$ cat config.mk
export PLATFORM = sky130hd
export DESIGN_NAME = x595_serial_driver_flat
export DESIGN_NICKNAME = d
export VERILOG_FILES = /design/src/rtl/x595_driver_pkg.sv /design/src/rtl/x595_serial_driver_if.sv /design/src/rtl/x595_phase_timer.sv /design/src/rtl/x595_serial_driver.sv /design/src/flat_wrapper.sv
export SDC_FILE = /design/constraint.sdc
export NUM_CORES = 1
export LEC_CHECK = 0
export BUFFER_PORTS_ARGS = -buffer_cell sky130_fd_sc_hd__buf_2
export CAP_MARGIN = 20
export CORE_MARGIN = 5
export CORE_UTILIZATION = 55
export CTS_CLUSTER_DIAMETER = 50
export DETAILED_ROUTE_END_ITERATION = 10
export PLACE_DENSITY = 0.85
export SETUP_SLACK_MARGIN = 0.5
export SLEW_MARGIN = 10
export SYNTH_ARGS = -nofsm -noshare
export SYNTH_HDL_FRONTEND = slang
export SYNTH_SLANG_ARGS = --single-unit
$ cat constraint.sdc
create_clock -name clock_50 -period 2.7 [get_ports clock_50]
set_input_delay 0.54 -clock clock_50 [delete_from_list [all_inputs] [get_ports clock_50]]
set_output_delay 0.54 -clock clock_50 [all_outputs]
set_load 0.1 [all_outputs]
$ cat src/rtl/x595_driver_pkg.sv
`default_nettype none
// ============================================================================
//  Module   : x595_driver_pkg
//  Purpose  : Shared state encoding and counter sizing for the x595 driver.
//  Revision : 1.0
// ============================================================================
package x595_driver_pkg;

    typedef enum logic [2:0] {
        IDLE    = 3'd0,
        SETUP   = 3'd1,
        SCLK_HI = 3'd2,
        LATCH   = 3'd3,
        CLEAR   = 3'd4
    } state_t;

    // Bits needed to hold 0..n-1, never narrower than one bit.
    function automatic int cnt_width(input int n);
        int w;
        w = $clog2(n);
        return (w < 1) ? 1 : w;
    endfunction

endpackage
`default_nettype wire

$ cat src/rtl/x595_serial_driver_if.sv
`default_nettype none
// ============================================================================
//  Module   : x595_serial_driver_if
//  Purpose  : Upstream word handshake and control bundle for the x595 driver.
//  Revision : 1.0
// ============================================================================
interface x595_serial_driver_if #(
    parameter int W = 8
);
    logic         in_valid;
    logic         in_ready;
    logic [W-1:0] in_data;
    logic         clear_req;
    logic         oe_enable;
    logic         busy;

    modport master (
        output in_valid, in_data, clear_req, oe_enable,
        input  in_ready, busy
    );

    modport slave (
        input  in_valid, in_data, clear_req, oe_enable,
        output in_ready, busy
    );
endinterface
`default_nettype wire

$ cat src/rtl/x595_phase_timer.sv
`default_nettype none
// ============================================================================
//  Module   : x595_phase_timer
//  Purpose  : DIV-cycle down-counter; done marks the last cycle of a phase.
//  Revision : 1.0
// ============================================================================
module x595_phase_timer
    import x595_driver_pkg::*;
#(
    parameter int DIV = 1
) (
    input  wire  clk,
    input  wire  rst,
    input  wire  i_load,
    output logic o_done
);
    localparam int               c_cw     = cnt_width(DIV);
    localparam logic [c_cw-1:0]  c_reload = c_cw'(DIV - 1);

    logic [c_cw-1:0] r_cnt;

    always_ff @(posedge clk or posedge rst) begin
        if (rst) begin
            r_cnt <= '0;
        end else if (i_load) begin
            r_cnt <= c_reload;
        end else if (r_cnt != '0) begin
            r_cnt <= r_cnt - 1'b1;
        end
    end

    assign o_done = (r_cnt == '0);

endmodule
`default_nettype wire

$ cat src/rtl/x595_serial_driver.sv
`default_nettype none
// ============================================================================
//  Module   : x595_serial_driver
//  Purpose  : Shifts a parallel word MSB first into a 74xx595 cascade and
//             latches it; also drives shift-register clear and output enable.
//  Revision : 1.0
// ============================================================================
module x595_serial_driver
    import x595_driver_pkg::*;
#(
    parameter int NUM_CHIPS = 1,
    parameter int DIV       = 1
) (
    input  wire                 clock_50,
    input  wire                 reset,
    x595_serial_driver_if.slave bus,
    output logic                SER,
    output logic                SRCLK,
    output logic                RCLK,
    output logic                SRCLR_N,
    output logic                OE_N
);
    localparam int              c_w        = 8 * NUM_CHIPS;
    localparam int              c_bw       = cnt_width(c_w);
    localparam logic [c_bw-1:0] c_last_bit = c_bw'(c_w - 1);

    state_t          r_state;
    // Holds only the bits not yet on SER; the current bit lives in r_ser.
    logic [c_w-2:0]  r_shift;
    logic [c_bw-1:0] r_bit_cnt;
    logic            r_ser;
    logic            r_srclk;
    logic            r_rclk;
    logic            r_srclr_n;
    logic            r_oe_n;
    logic            w_timer_load;
    logic            w_phase_done;

    // Every state entry restarts the phase timer, including entry from IDLE.
    always_comb begin
        w_timer_load = 1'b0;
        if (r_state == IDLE) begin
            w_timer_load = bus.clear_req | bus.in_valid;
        end else begin
            w_timer_load = w_phase_done;
        end
    end

    x595_phase_timer #(
        .DIV (DIV)
    ) u_phase_timer (
        .clk    (clock_50),
        .rst    (reset),
        .i_load (w_timer_load),
        .o_done (w_phase_done)
    );

    always_ff @(posedge clock_50 or posedge reset) begin
        if (reset) begin
            r_state   <= IDLE;
            r_shift   <= '0;
            r_bit_cnt <= '0;
            r_ser     <= 1'b0;
            r_srclk   <= 1'b0;
            r_rclk    <= 1'b0;
            r_srclr_n <= 1'b1;
            r_oe_n    <= 1'b1;
        end else begin
            r_oe_n <= ~bus.oe_enable;
            case (r_state)
                IDLE: begin
                    if (bus.clear_req) begin
                        r_srclr_n <= 1'b0;
                        r_state   <= CLEAR;
                    end else if (bus.in_valid) begin
                        r_shift   <= bus.in_data[c_w-2:0];
                        r_ser     <= bus.in_data[c_w-1];
                        r_bit_cnt <= c_last_bit;
                        r_state   <= SETUP;
                    end
                end
                SETUP: begin
                    if (w_phase_done) begin
                        r_srclk <= 1'b1;
                        r_state <= SCLK_HI;
                    end
                end
                SCLK_HI: begin
                    if (w_phase_done) begin
                        r_srclk <= 1'b0;
                        if (r_bit_cnt == '0) begin
                            r_rclk  <= 1'b1;
                            r_state <= LATCH;
                        end else begin
                            r_ser     <= r_shift[c_w-2];
                            r_shift   <= {r_shift[c_w-3:0], 1'b0};
                            r_bit_cnt <= r_bit_cnt - 1'b1;
                            r_state   <= SETUP;
                        end
                    end
                end
                LATCH: begin
                    if (w_phase_done) begin
                        r_rclk  <= 1'b0;
                        r_state <= IDLE;
                    end
                end
                CLEAR: begin
                    if (w_phase_done) begin
                        r_srclr_n <= 1'b1;
                        r_state   <= IDLE;
                    end
                end
                default: r_state <= IDLE;
            endcase
        end
    end

    assign bus.in_ready = (r_state == IDLE);
    assign bus.busy     = (r_state != IDLE);
    assign SER          = r_ser;
    assign SRCLK        = r_srclk;
    assign RCLK         = r_rclk;
    assign SRCLR_N      = r_srclr_n;
    assign OE_N         = r_oe_n;

endmodule
`default_nettype wire

$ cat src/flat_wrapper.sv
// flat-port wrapper written by rule: the top's interface ports become plain ports
module x595_serial_driver_flat import x595_driver_pkg::*;
#(
    parameter int NUM_CHIPS = 1,
    parameter int DIV       = 1
)
  (clock_50, reset, SER, SRCLK, RCLK, SRCLR_N, OE_N, bus_in_valid, bus_in_data, bus_clear_req, bus_oe_enable, bus_in_ready, bus_busy);
  x595_serial_driver_if #(.W(8)) bus_i ();
  input  wire clock_50;
  input  wire reset;
  output logic SER;
  output logic SRCLK;
  output logic RCLK;
  output logic SRCLR_N;
  output logic OE_N;
  input wire logic [$bits(bus_i.in_valid)-1:0] bus_in_valid;
  input wire logic [$bits(bus_i.in_data)-1:0] bus_in_data;
  input wire logic [$bits(bus_i.clear_req)-1:0] bus_clear_req;
  input wire logic [$bits(bus_i.oe_enable)-1:0] bus_oe_enable;
  output wire logic [$bits(bus_i.in_ready)-1:0] bus_in_ready;
  output wire logic [$bits(bus_i.busy)-1:0] bus_busy;
  assign bus_i.in_valid = bus_in_valid;
  assign bus_i.in_data = bus_in_data;
  assign bus_i.clear_req = bus_clear_req;
  assign bus_i.oe_enable = bus_oe_enable;
  assign bus_in_ready = bus_i.in_ready;
  assign bus_busy = bus_i.busy;
  x595_serial_driver #(.NUM_CHIPS(NUM_CHIPS), .DIV(DIV)) u_core (.clock_50(clock_50), .reset(reset), .bus(bus_i), .SER(SER), .SRCLK(SRCLK), .RCLK(RCLK), .SRCLR_N(SRCLR_N), .OE_N(OE_N));
endmodule
==> impl_results.md <==
* Startpoint class of the critical path: flop
* Gr ovfl total at 0
* Initial antenna violation count at 0
* Slew HR at roughly 55%
* Initial DRC count at 11
* Clk buf depth at 2
* Final wirelength at approximately 1.6 mm
* Synth area leader: dfrtp_1
* Worst Hold Class: in2async
* Mean Syn Cell Area at 12.1 sq um
* First-pass GRT wire length at roughly 2.8 mm
* Area contributors post-synth: dfrtp_1 45%, mux2_2 19%, dfstp_2 6.0%
* Post-route minimum period at 2.13 ns
* RR Startpoint: u_core.r_state[0]
* Final net count at 111
* RSZ-0062 raised after global routing: false
* Core area at 0.00151 sq mm
* Synth top area share at 45.4%
* Die ar. at around 0.0025 sq mm
* Number of vias per cell at 5.41
* Status: complete, no violations
* Cell area after layout at 0.00104 sq mm
* Vias in the first global route at 623
* Mapped cell area at 882 sq um
* Clk sinks at 18
* GPL Wtd Cong at 0.818
* Largest net degree at the start of global routing at 19
* Post-synth cell types at 24
* Max Freq at ~470 MHz
* Reg-to-reg slack, setup at about 0.73 ns
* Vias at 601
* Initial cell density of the core at 58.6%
* Nature of the critical path endpoint: output pin
* Worst skew pair latency at 0.29 ns
* Die width at 50.0 um
* # diodes at 0
* CTS tree: built
* GRT Util Overall at 14.5%
* Setup TNS at 0 ns
* Placed cell areas at 998 sq um
* Detail Route Antenna Nets at 0
* Area Overhead vs Synth at 18.0%
* Router iterations before antenna repair at 4
* Area of the multi-input gates at 393 sq um
* H-tree Lvls at 1
* I/O Pins at 20
* Crit path DAT at 1.59 ns
* Fill count at about 120
* Setup Viol. Count Final at 0
* Syn_nets at 88
* Share of cells above drive strength 1 at 46.3%
* CP Class: reg2out
* Fin. max-slew vios at 0
* Worst R2R End: u_core.r_shift[2]
* Yosys warnings at 0
* Root Buffer: clkbuf_4
* FF-to-FF path depth at 3
* DRC viols at 0
* Fin crit share at 79.0%
* Sequential-to-total area share from yosys stat at 51.3%
* CTS Buf Count at 3
* Crit path required time at 2.16 ns
* Num rows at 14
* Clock transition at path regs at approximately 0.10 ns
* Mapped Cells at 73
* Worst clock skew at 0.00117 ns
* CP max FO at 8
* WL/cell at roughly 14 um
* Place WS at 0.708 ns
* Dpl hpwl at 1.20 mm
* Final WS setup at ~0.57 ns
* FF+latch count, synth at 18
* PortBufs at 19
* Die height at roughly 50 um
* Least-Margin Pin Slew at 0.680 ns
* Final Hold Viols at 0
* Max-capacitance violation count at 0
* Storage cell area at 453 sq um
[timing repair]
item	CTS	global route
hold buffers	0	0
setup endpoints to repair	1	1
hold endpoints to repair	0	0
resized for setup	1	1
buffers inserted	0	0
[cell families (layout without fill, tap and decap cells)]
group	Yosys count	after routing	share of synthesized area (%)
AO/OA/AOI/OAI	9	9	8.65
XOR/XNOR	1	1	0.993
adder cells (fa/ha/maj)	2	2	2.84
buffers and inverters	9	31	4.11
flip-flops	18	18	51.3
multiplexers	17	17	21.4
AND/OR/NAND/NOR	17	17	10.6
[stage by stage]
stage	utilization, %	hold WS (ns)	std cells
detailed placement	66.3	0.494	107
floorplan	-	0.475	73
finish	69.1	0.327	111
global placement	66.3	0.486	107
CTS	68.9	0.329	111
global route	69.1	0.335	111
[worst max path at each step]
stage | startpoint | endpoint | slack [ns] | cells after the start
6_report | u_core.r_state[0] | bus_busy | 0.57 | 2
5_1_grt | u_core.r_state[0] | bus_in_ready | 0.50 | 3
4_1_cts | u_core.r_state[0] | bus_in_ready | 0.50 | 3
3_5_place_dp | u_core.r_state[0] | bus_in_ready | 0.71 | 3
3_3_place_gp | u_core.r_state[0] | bus_in_ready | 0.74 | 3
2_1_floorplan | u_core.r_state[0] | bus_in_ready | 0.55 | 3
[cells in the final DEF, fill, tap and decap left out, drive strengths merged]
cell type and instances:
buf 20, dfrtp 16, mux2 15, inv 6, nor2 4, clkbuf 4, nand2 3, o21ai 3
a21oi 3, nor2b 2, mux2i 2, ha 2, dfstp 2, nor3b 1, or3 1, or3b 1
o32ai 1, a22o 1, nor3 1, xor2 1, o32a 1, or2 1, clkinvlp 1, and2 1
nand3b 1, or2b 1
[metal layers]
layer | part of all wire [%] | global-route usage (%) | up-vias | routed length, um
met5 | 0 | 0 | - | 0
met4 | 0.88 | 6.55 | 0 | 14
met1 | 44 | 18.6 | 283 | 703
li1 | - | - | 292 | -
met3 | 6.3 | 3.92 | 2 | 100
met2 | 48 | 22.4 | 24 | 769
[synth_stat cells]
| library cell | count |
|---|---|
| a21oi_1 | 3 |
| a22o_1 | 1 |
| and2_1 | 1 |
| buf_2 | 2 |
| dfrtp_1 | 16 |
| dfstp_2 | 2 |
| ha_1 | 2 |
| inv_1 | 7 |
| mux2_2 | 15 |
| mux2i_1 | 2 |
| nand2_1 | 3 |
| nand3b_1 | 1 |
| nor2_1 | 4 |
| nor2b_1 | 2 |
| nor3_1 | 1 |
| nor3b_1 | 1 |
| o21ai_0 | 3 |
| o32a_1 | 1 |
| o32ai_4 | 1 |
| or2_2 | 1 |
| or2b_1 | 1 |
| or3_1 | 1 |
| or3b_1 | 1 |
| xor2_1 | 1 |
[flip-flops by register name, indices dropped and copies added (netlist names)]
register	cells
u_core.SRCLK	1
u_core.RCLK	1
u_core.SRCLR_N	1
u_core.r_bit_cnt	3
u_core.OE_N	1
u_core.r_state	3
u_core.SER	1
u_core.r_shift	7
[layout make-up]
cell class	count	share of cell area (%)
Clock buffer	4	3.49
Tap cell	16	1.92
Inverter	7	2.88
Multi-Input combinational cell	46	37.7
Sequential cell	18	43.5
Timing Repair Buffer	20	10.5
[critical path, cell delays in order (launching register included)]
cell     delay [ns]
dfrtp_1        0.45
or3_1          0.50
buf_2          0.34
Power is left out: the tool's default activity adds up to more than one toggle a clock period on the data nets, which glitch-free logic cannot reach.
